==> config.mk <==
export PLATFORM = sky130hd
export DESIGN_NAME = jt51_host_wr
export DESIGN_NICKNAME = d
export VERILOG_FILES = /design/src/rtl/jt51_host_wr_pkg.sv /design/src/rtl/jt51_host_wr_sfifo.sv /design/src/rtl/jt51_host_wr.sv
export SDC_FILE = /design/constraint.sdc
export NUM_CORES = 1
export LEC_CHECK = 0
export CELL_PAD_IN_SITES_DETAIL_PLACEMENT = 0
export CELL_PAD_IN_SITES_GLOBAL_PLACEMENT = 1
export CORE_ASPECT_RATIO = 0.7
export CORE_UTILIZATION = 40
export CTS_CLUSTER_SIZE = 14
export DETAILED_ROUTE_END_ITERATION = 10
export GPL_TIMING_DRIVEN = 0
export PLACE_DENSITY = 0.63
export SYNTH_ARGS = -nofsm -noshare
export SYNTH_HDL_FRONTEND = slang
export SYNTH_SLANG_ARGS = --single-unit
export TNS_END_PERCENT = 30
==> constraint.sdc <==
create_clock -name clk -period 3.1 [get_ports clk]
set_input_delay 0.93 -clock clk [delete_from_list [all_inputs] [get_ports clk]]
set_output_delay 0.93 -clock clk [all_outputs]
set_load 0.005 [all_outputs]
==> src/rtl/jt51_host_wr_pkg.sv <==
// Shared types and timing defaults for the JT51 host write initiator.
package jt51_host_wr_pkg;

  typedef enum logic [2:0] {
    ST_IDLE,
    ST_ADDR,
    ST_GAP,
    ST_DATA,
    ST_BLANK,
    ST_WAIT
  } state_e;

  typedef struct packed {
    logic [7:0] addr;
    logic [7:0] data;
  } req_t;

  localparam int unsigned REQ_W         = 16;
  localparam int unsigned CNT_W         = 8;
  localparam int unsigned DEF_FIFO_AW   = 2;
  localparam int unsigned DEF_WR_LEN    = 1;
  localparam int unsigned DEF_GAP       = 1;
  localparam int unsigned DEF_SKIP_ADDR = 0;
  localparam int unsigned DEF_TOUT_W    = 10;

endpackage

==> src/rtl/jt51_host_wr_sfifo.sv <==
// Small synchronous FIFO with registered pointers and occupancy count.
module jt51_sfifo #(
  parameter int unsigned DW = 16,
  parameter int unsigned AW = 2
) (
  input  logic          clk,
  input  logic          rst,
  input  logic          push,
  input  logic [DW-1:0] din,
  input  logic          pop,
  output logic [DW-1:0] dout,
  output logic          full,
  output logic          empty
);

  localparam int unsigned DEPTH   = 1 << AW;
  localparam logic [AW:0] DEPTH_C = {1'b1, {AW{1'b0}}};

  logic [DW-1:0] mem_q [DEPTH];
  logic [AW-1:0] wr_ptr_q, wr_ptr_d;
  logic [AW-1:0] rd_ptr_q, rd_ptr_d;
  logic [AW:0]   cnt_q, cnt_d;
  logic          do_push, do_pop;

  assign full    = (cnt_q == DEPTH_C);
  assign empty   = (cnt_q == '0);
  assign do_push = push && !full;
  assign do_pop  = pop && !empty;
  assign dout    = mem_q[rd_ptr_q];

  always_comb begin
    wr_ptr_d = wr_ptr_q;
    rd_ptr_d = rd_ptr_q;
    cnt_d    = cnt_q;
    if (do_push) wr_ptr_d = wr_ptr_q + 1'b1;
    if (do_pop)  rd_ptr_d = rd_ptr_q + 1'b1;
    if (do_push && !do_pop)      cnt_d = cnt_q + 1'b1;
    else if (!do_push && do_pop) cnt_d = cnt_q - 1'b1;
  end

  always_ff @(posedge clk or posedge rst) begin
    if (rst) begin
      wr_ptr_q <= '0;
      rd_ptr_q <= '0;
      cnt_q    <= '0;
    end else begin
      wr_ptr_q <= wr_ptr_d;
      rd_ptr_q <= rd_ptr_d;
      cnt_q    <= cnt_d;
    end
  end

  always_ff @(posedge clk) begin
    if (do_push) mem_q[wr_ptr_q] <= din;
  end

endmodule

==> src/rtl/jt51_host_wr.sv <==
// JT51 host write initiator: queues (addr,data) requests and drives the chip
// CPU port as an address write followed by a data write, then waits on busy.
module jt51_host_wr
  import jt51_host_wr_pkg::*;
#(
  parameter int unsigned FIFO_AW   = DEF_FIFO_AW,
  parameter int unsigned WR_LEN    = DEF_WR_LEN,
  parameter int unsigned GAP       = DEF_GAP,
  parameter int unsigned SKIP_ADDR = DEF_SKIP_ADDR,
  parameter int unsigned TOUT_W    = DEF_TOUT_W
) (
  input  logic       clk,
  input  logic       rst,
  input  logic [7:0] req_addr,
  input  logic [7:0] req_data,
  input  logic       req_valid,
  output logic       req_ready,
  output logic [7:0] dout,
  output logic       write,
  output logic       a0,
  input  logic       busy,
  output logic       idle,
  output logic       tout
);

  localparam logic [CNT_W-1:0]  LEN_M1 = CNT_W'(WR_LEN - 1);
  localparam logic [CNT_W-1:0]  GAP_M1 = CNT_W'(GAP - 1);
  // Exit on the cycle before the counter would hit all-ones so tout lands
  // exactly 2**TOUT_W-1 cycles after entering WAIT.
  localparam logic [TOUT_W-1:0] TLAST  = {{(TOUT_W-1){1'b1}}, 1'b0};

  state_e            state_q, state_d;
  logic [CNT_W-1:0]  cnt_q, cnt_d;
  logic [TOUT_W-1:0] tcnt_q, tcnt_d;
  logic [7:0]        dout_q, dout_d;
  logic              write_q, write_d;
  logic              a0_q, a0_d;
  logic              tout_q, tout_d;
  logic [7:0]        cache_q, cache_d;
  logic              cache_vld_q, cache_vld_d;
  logic [7:0]        data_q, data_d;

  logic              fifo_full, fifo_empty, fifo_pop;
  req_t              head;

  assign req_ready = !fifo_full;

  jt51_sfifo #(
    .DW (REQ_W),
    .AW (FIFO_AW)
  ) u_fifo (
    .clk   (clk),
    .rst   (rst),
    .push  (req_valid && req_ready),
    .din   ({req_addr, req_data}),
    .pop   (fifo_pop),
    .dout  (head),
    .full  (fifo_full),
    .empty (fifo_empty)
  );

  always_comb begin
    state_d     = state_q;
    cnt_d       = cnt_q;
    tcnt_d      = tcnt_q;
    dout_d      = dout_q;
    write_d     = write_q;
    a0_d        = a0_q;
    tout_d      = tout_q;
    cache_d     = cache_q;
    cache_vld_d = cache_vld_q;
    data_d      = data_q;
    fifo_pop    = 1'b0;

    unique case (state_q)
      ST_IDLE: begin
        if (!fifo_empty) begin
          fifo_pop = 1'b1;
          data_d   = head.data;
          cnt_d    = LEN_M1;
          write_d  = 1'b1;
          if (SKIP_ADDR != 0 && cache_vld_q && head.addr == cache_q) begin
            state_d = ST_DATA;
            a0_d    = 1'b1;
            dout_d  = head.data;
          end else begin
            state_d     = ST_ADDR;
            a0_d        = 1'b0;
            dout_d      = head.addr;
            cache_d     = head.addr;
            cache_vld_d = 1'b1;
          end
        end
      end
      ST_ADDR: begin
        if (cnt_q == '0) begin
          state_d = ST_GAP;
          write_d = 1'b0;
          cnt_d   = GAP_M1;
        end else begin
          cnt_d = cnt_q - 1'b1;
        end
      end
      ST_GAP: begin
        if (cnt_q == '0) begin
          state_d = ST_DATA;
          write_d = 1'b1;
          a0_d    = 1'b1;
          dout_d  = data_q;
          cnt_d   = LEN_M1;
        end else begin
          cnt_d = cnt_q - 1'b1;
        end
      end
      ST_DATA: begin
        if (cnt_q == '0) begin
          state_d = ST_BLANK;
          write_d = 1'b0;
        end else begin
          cnt_d = cnt_q - 1'b1;
        end
      end
      ST_BLANK: begin
        state_d = ST_WAIT;
        tcnt_d  = '0;
      end
      ST_WAIT: begin
        if (!busy) begin
          state_d = ST_IDLE;
        end else if (tcnt_q == TLAST) begin
          state_d = ST_IDLE;
          tout_d  = 1'b1;
        end else if (tcnt_q != '1) begin
          tcnt_d = tcnt_q + 1'b1;
        end
      end
      default: state_d = ST_IDLE;
    endcase
  end

  always_ff @(posedge clk or posedge rst) begin
    if (rst) begin
      state_q     <= ST_IDLE;
      cnt_q       <= '0;
      tcnt_q      <= '0;
      dout_q      <= '0;
      write_q     <= 1'b0;
      a0_q        <= 1'b0;
      tout_q      <= 1'b0;
      cache_q     <= '0;
      cache_vld_q <= 1'b0;
      data_q      <= '0;
    end else begin
      state_q     <= state_d;
      cnt_q       <= cnt_d;
      tcnt_q      <= tcnt_d;
      dout_q      <= dout_d;
      write_q     <= write_d;
      a0_q        <= a0_d;
      tout_q      <= tout_d;
      cache_q     <= cache_d;
      cache_vld_q <= cache_vld_d;
      data_q      <= data_d;
    end
  end

  assign dout  = dout_q;
  assign write = write_q;
  assign a0    = a0_q;
  assign tout  = tout_q;
  assign idle  = fifo_empty && (state_q == ST_IDLE);

endmodule
# --- Word level (Yosys, flattened, before mapping) ---
# Memory sizes are Yosys's and may differ from the RTL's.
# Index checks and enable logic that the tools add are counted.
op_classes:
  addsub: 6
  n_eq_ne: 18
  n_mux: 30
  n_bitwise: 1
  reduce_logical: 27
op_table:
  columns: ["cell", "n"]
  rows:
  - ["$mux 8", 5]
  - ["$mux 10", 3]
  - ["$mux 3", 8]
  - ["$pmux 8 s3", 1]
  - ["$pmux 10 s2", 1]
  - ["$pmux 3 s6", 1]
  - ["$ne 2x2->1 const B", 8]
  - ["$pmux 8 s2", 1]
  - ["$add 10x1->10 const B", 1]
  - ["$eq 10x10->1 const B", 1]
  - ["$ne 10x10->1 const B", 1]
  - ["$eq 3x3->1 const B", 3]
  - ["$reduce_and 3->1", 3]
  - ["$logic_not 8->1", 1]
  - ["$mux 1", 8]
  - ["$reduce_and 4->1", 2]
  - ["$sub 8x1->8 const B", 1]
  - ["$eq 3x2->1 const B", 2]
  - ["$logic_and 1x1->1", 6]
  - ["$logic_not 3->1", 2]
  - ["$reduce_bool 2->1", 3]
  - ["$reduce_bool 3->1", 2]
  - ["$reduce_and 5->1", 1]
  - ["$add 2x1->2 const B", 2]
  - ["other kinds (11)", 15]
word_totals:
  register_bits: 47
  ramBits: 64
  input_bits: 20
  out_inout_bits: 13
  elab_cells: 94
  n_memories: 1
mem_list:
  columns: ["memory", "words", "width", "read_ports", "rd_ports_with_merged_regs", "write_ports", "line", "source"]
  rows:
  - ["u_fifo.mem_q", 4, 16, 1, 0, 1, "jt51_host_wr_sfifo.sv:19", "logic [DW-1:0] mem_q [DEPTH];"]

# --- Logic depth before layout (Yosys ltp) ---
logic_depth:
  ltp_word: 8
  depth_mapped: 9
  depth_no_buf: 9

# --- Cells and area by module ---
# A second synthesis with hierarchy kept.
unflattened:
  cells_unflattened: 339
  hier_area_um2: 5014.8
by_module_without_submodules:
  columns: ["mod", "instances", "cells_per_inst", "area_each_um2", "seq_area_each_um2"]
  rows:
  - ["jt51_sfifo", 1, 120, 2796.4, 2097.0]
  - ["jt51_host_wr", 1, 219, 2218.4, 1001.0]

# --- Worst setup path before layout ---
# OpenSTA, ideal clock, no wires.
synth_path:
  path_kind: "register to register"
  from: "register u_fifo.cnt_q[0]"
  to: "register u_fifo.cnt_q[2]"
  setup_time_ns: 0.079
  t_arrival_ns: 2.239
  required_time_ns: 3.021
  slack_ns: 0.781
  path_stages_with_launch: 10
  n_path_buf: 1
  period_less_slack_ns: 2.319
  cell_sequence: "dfrtp_1 -> or3_1 -> buf_2 -> nand2_1 -> ha_1 -> inv_1 -> fa_1 -> xor2_1 -> nor2_1 -> xor2_1"
synth_between:
  elab_chain_cells: 7
  elab_cells_between_ends: 18
  classes_between: "add/sub (2); eq/ne (1); mux (4); reduce/logical (11)"
synth_lines:
  columns: ["element", "line", "source"]
  rows:
  - ["from (decl)", "jt51_host_wr_sfifo.sv:22", "logic [AW:0] cnt_q, cnt_d;"]
  - ["from (signal assigned)", "jt51_host_wr_sfifo.sv:49", "cnt_q <= cnt_d;"]
  - ["$logic_not 3->1 / $eq 3x3->1 (equally long branches)", "jt51_host_wr_sfifo.sv:26, jt51_host_wr_sfifo.sv:25", null]
  - ["$mux 1 / $logic_not 1->1 (equally long branches)", "jt51_host_wr.sv:77, jt51_host_wr_sfifo.sv:27, jt51_host_wr.sv:46", null]
  - ["$mux 1 / $logic_and 1x1->1 (equally long branches)", "jt51_host_wr.sv:75, jt51_host_wr.sv:54", null]
  - ["$logic_and 1x1->1 (on tied branches)", "jt51_host_wr_sfifo.sv:28, jt51_host_wr_sfifo.sv:27", null]
  - ["$logic_not 1->1 (on tied branches)", "jt51_host_wr_sfifo.sv:37, jt51_host_wr_sfifo.sv:38", null]
  - ["$logic_and 1x1->1 (on tied branches)", "jt51_host_wr_sfifo.sv:37, jt51_host_wr_sfifo.sv:38", null]
  - ["$mux 3 / $reduce_bool 2->1 (equally long branches)", null, null]
# Several ways; a longest one is shown, not always the timed one. The select of a mux whose other input is x is not followed.
# A chain may end at the register's enable or synchronous reset.

# --- Worst setup path after layout ---
layout_path:
  from: "register u_fifo.cnt_q[0]"
  to: "output port idle"
layout_between:
  elab_chain_cells: 2
layout_lines:
  columns: ["element", "line", "source"]
  rows:
  - ["$logic_not 3->1", "jt51_host_wr_sfifo.sv:26", "assign empty = (cnt_q == '0);"]
  - ["$logic_and 1x1->1", "jt51_host_wr.sv:171", "assign idle = fifo_empty && (state_q == ST_IDLE);"]
  - ["to (decl)", "jt51_host_wr.sv:22", "output logic idle,"]
# Every way passes these cells.

==> results.py <==
metrics = {
    "drt": {
        "routedWlPerCell_um": 18.2,
        "drtPass1Iterations": 4,
        "drtIter0Drc": 156,
        "ant_nets": 0,
        "totalWireLength_um": 9730,
        "route.vias.total": 2875,
        "viasPerCell": 5.38,
        "drc": 0,
    },
    "clocking": {
        "clockBufferDepth": 2,
        "cts_setup_buffers": 0,
        "clock-sinks": 111,
        "cts_tree": "yes",
        "cts-htree-levels": 3,
        "path_clk_slew_ns": 0.07,
        "cts_root_buf": "clkbuf_16",
        "clk_latency_ns": 0.35,
        "cts_made_buffers": 9,
    },
    "synth": {
        "ys_seq_area_frac": 0.630,
        "yosys.cell_types.count": 54,
        "synth_flop_cell": "edfxtp_1",
        "yosys.area_share.xor_xnor": 0.0125,
        "synth.cell_area_mm2": 0.00492,
        "synth-seq-cells": 111,
        "synth_cells": 328,
        "avgSynthCellArea_um2": 15.0,
        "synth-simple-area-share": 0.0982,
        "syn-num-nets": 358,
        "synth_compound_area_frac": 0.0680,
        "async_flop_share": 0.423,
        "synth_top_family_by_area": "multiplexers",
        "synth_warnings": 0,
        "muxShareOfSynthArea": 0.143,
        "synth_edf_count": 64,
        "synth_fa_ha_area_frac": 0.0270,
    },
    "worst_setup_path": {
        "arrival_ns": 2.06,
        "worstPathRequired_ns": 2.17,
        "end_kind": "output port",
        "crit_chain": "or3_1 -> buf_2 -> nor2b_1 -> clkdlybuf4s50_1",
        "critPathMaxFanout": 9,
        "critical_path_class": "flop to output port",
        "critPathSlowestCell": "clkdlybuf4s50_1",
        "start_kind": "flop",
        "critical_path.max_stage_delay_ns": 0.51,
    },
    "cells_and_area": {
        "final-instance-count-excl-fill": 534,
        "num-nets-final": 402,
        "diodes": 0,
        "drive_above_1_share": 0.207,
        "area_growth_pct": 17.9,
        "mostFrequentLayoutCell": "edfxtp_1",
        "final_cell_mix": "64 x edfxtp_1, 46 x dfrtp_1, 32 x clkdlybuf4s50_1, 26 x mux2_2, 16 x mux4_2",
    },
    "placement": {
        "place_inst": 518,
        "pre_cts_ws_ns": 0.237,
        "hpwl_um": 6570,
        "portBuffers": 32,
        "place.gp.congestion": 0.785,
    },
    "sta": {
        "fin_setup_tns_ns": 0,
        "finalSetupViolations": 0,
        "final_hold_viol_count": 0,
        "tightest_slew_ns": 0.935,
        "max_freq_mhz": 335,
        "finalCritPeriodShare": 0.963,
        "hold_slack_ns": 0.503,
        "rsz0062_at_grt": "false",
        "relSlewSlack": 0.377,
        "layout_min_cycle_time_ns": 2.99,
        "slew_violations": 0,
        "finalWorstSetupSlack_ns": 0.114,
        "finalClockSkew_ns": 0.0122,
    },
    "run_status": {
        "outcome": "finished clean",
    },
    "global_routing": {
        "grt-ovfl-total": 0,
        "grt_pass1_vias": 2861,
        "antenna_found_initial": 0,
        "grtUsageTotal": 0.170,
        "grt_pass1_wl_um": 16000,
        "grt_max_degree": 36,
    },
    "floorplan": {
        "die_w_um": 135,
        "start_util": 0.415,
        "die_h_um": 94.8,
        "core_mm2": 0.0119,
        "die_area_mm2": 0.0127,
        "rows": 33,
        "io_pins": 33,
    },
    "flow_run": {
        "drv_cap": 0,
    },
    "hold_path": {
        "hold_class": "flop to flop",
    },
    "power": {
        "p_per_area_mw_per_mm2": 951,
        "p_leak_nw": 2.16,
        "ir_worst_vdd_v": 0.000358,
    },
}
-- registers in the layout, indices dropped and copies added (netlist names), 2 cells and up --
register         flops
u_fifo.rd_ptr_q      2
cnt_q                8
u_fifo.cnt_q         3
dout                 8
tcnt_q              10
u_fifo.wr_ptr_q      2
data_q               8
u_fifo.mem_q        64
state_q              3
-- power by group --
group          internal [W]  total (W)  switching, W
registers           0.00204    0.00234      0.000294
logic              0.000950    0.00189      0.000942
clock network      0.000727    0.00129      0.000559
-- final timing paths --
kind / startpoint / end / slack, ns / cells after the start
worst min-delay path: u_fifo.cnt_q[2] / u_fifo.cnt_q[2] / 0.50 / 1
min in group asynchronous: rst / cnt_q[0] / 0.85 / 2
worst max-delay path: u_fifo.cnt_q[0] / idle / 0.11 / 4
worst min register to register: u_fifo.cnt_q[2] / u_fifo.cnt_q[2] / 0.50 / 1
worst max register to register: u_fifo.cnt_q[0] / u_fifo.cnt_q[2] / 0.40 / 9
max in group asynchronous: rst / u_fifo.cnt_q[0] / 1.74 / 3
-- critical path: cells and delay by family, from the launching register on --
kind,cells,cell delay (ns)
buf+inv,2,0.72
simple gates,2,0.55
flops,1,0.44
-- metal layers --
layer | vias up | wire [um] | track usage | part of all wire
met2 | 42 | 4050 | 0.243 | 0.42
met5 | - | 0 | 0 | 0
met1 | 1467 | 5370 | 0.261 | 0.55
li1 | 1359 | - | - | -
met3 | 7 | 245 | 0.0376 | 0.025
met4 | 0 | 66 | 0.0393 | 0.0068
-- final cells by class --
class / count / area, um2
Buffer: 13 / 62.6
Timing Repair Buffer: 33 / 340
Multi-Input combinational cell: 193 / 1720
Inverter: 11 / 41.3
Clock buffer: 9 / 225
Fill cell: 998 / 6050
Clock inverter: 7 / 114
Sequential cell: 111 / 3100
Tap cell: 157 / 196
-- cell families (layout without fill, tap and decap cells) --
| kind of cell | count (synthesis) | in the layout |
|---|---|---|
| xor gates and xnor gates | 7 | 7 |
| muxes | 47 | 47 |
| buffers and inverters | 24 | 73 |
| adders and majority gates | 10 | 10 |
| AOI/OAI and AO/OA | 46 | 46 |
| and+or+nand+nor | 83 | 83 |
| DFF | 111 | 111 |
-- synth_stat cells (3+ instances only) --
cell type	count	area share
a21oi_1	14	0.014
and2_1	3	0.0038
and3_1	7	0.0089
buf_2	5	0.0051
clkbuf_1	6	0.0046
dfrtp_1	47	0.24
edfxtp_1	64	0.39
ha_1	9	0.023
inv_1	11	0.0084
mux2_2	26	0.060
mux2i_1	5	0.010
mux4_2	16	0.073
nand2_1	15	0.011
nand2b_1	4	0.0051
nand3_1	7	0.0071
nand4_1	4	0.0051
nor2_1	9	0.0069
nor2b_1	3	0.0038
nor3_1	7	0.0071
nor4_1	3	0.0038
o21ai_0	6	0.0061
o31ai_1	7	0.011
or3_1	5	0.0064
or4_1	5	0.0076
xnor2_1	3	0.0053
xor2_1	4	0.0071
-- timing repair --
action / in CTS / in global routing
endpoints found under the hold margin: 0 / 0
hold buffers: 0 / 0
setup endpoints to repair: 0 / 1
resized for setup: 0 / 2
-- through the flow --
stage	util	cell area, um2	total power [W]
after global routing	0.489	5800	0.00587
after global placement	0.458	5430	0.00423
after CTS	0.489	5790	0.00556
after floorplan	-	4920	0.00365
after detailed placement	0.460	5450	0.00427
final	0.489	5800	0.00552
Power figures use the tool's default switching activity.
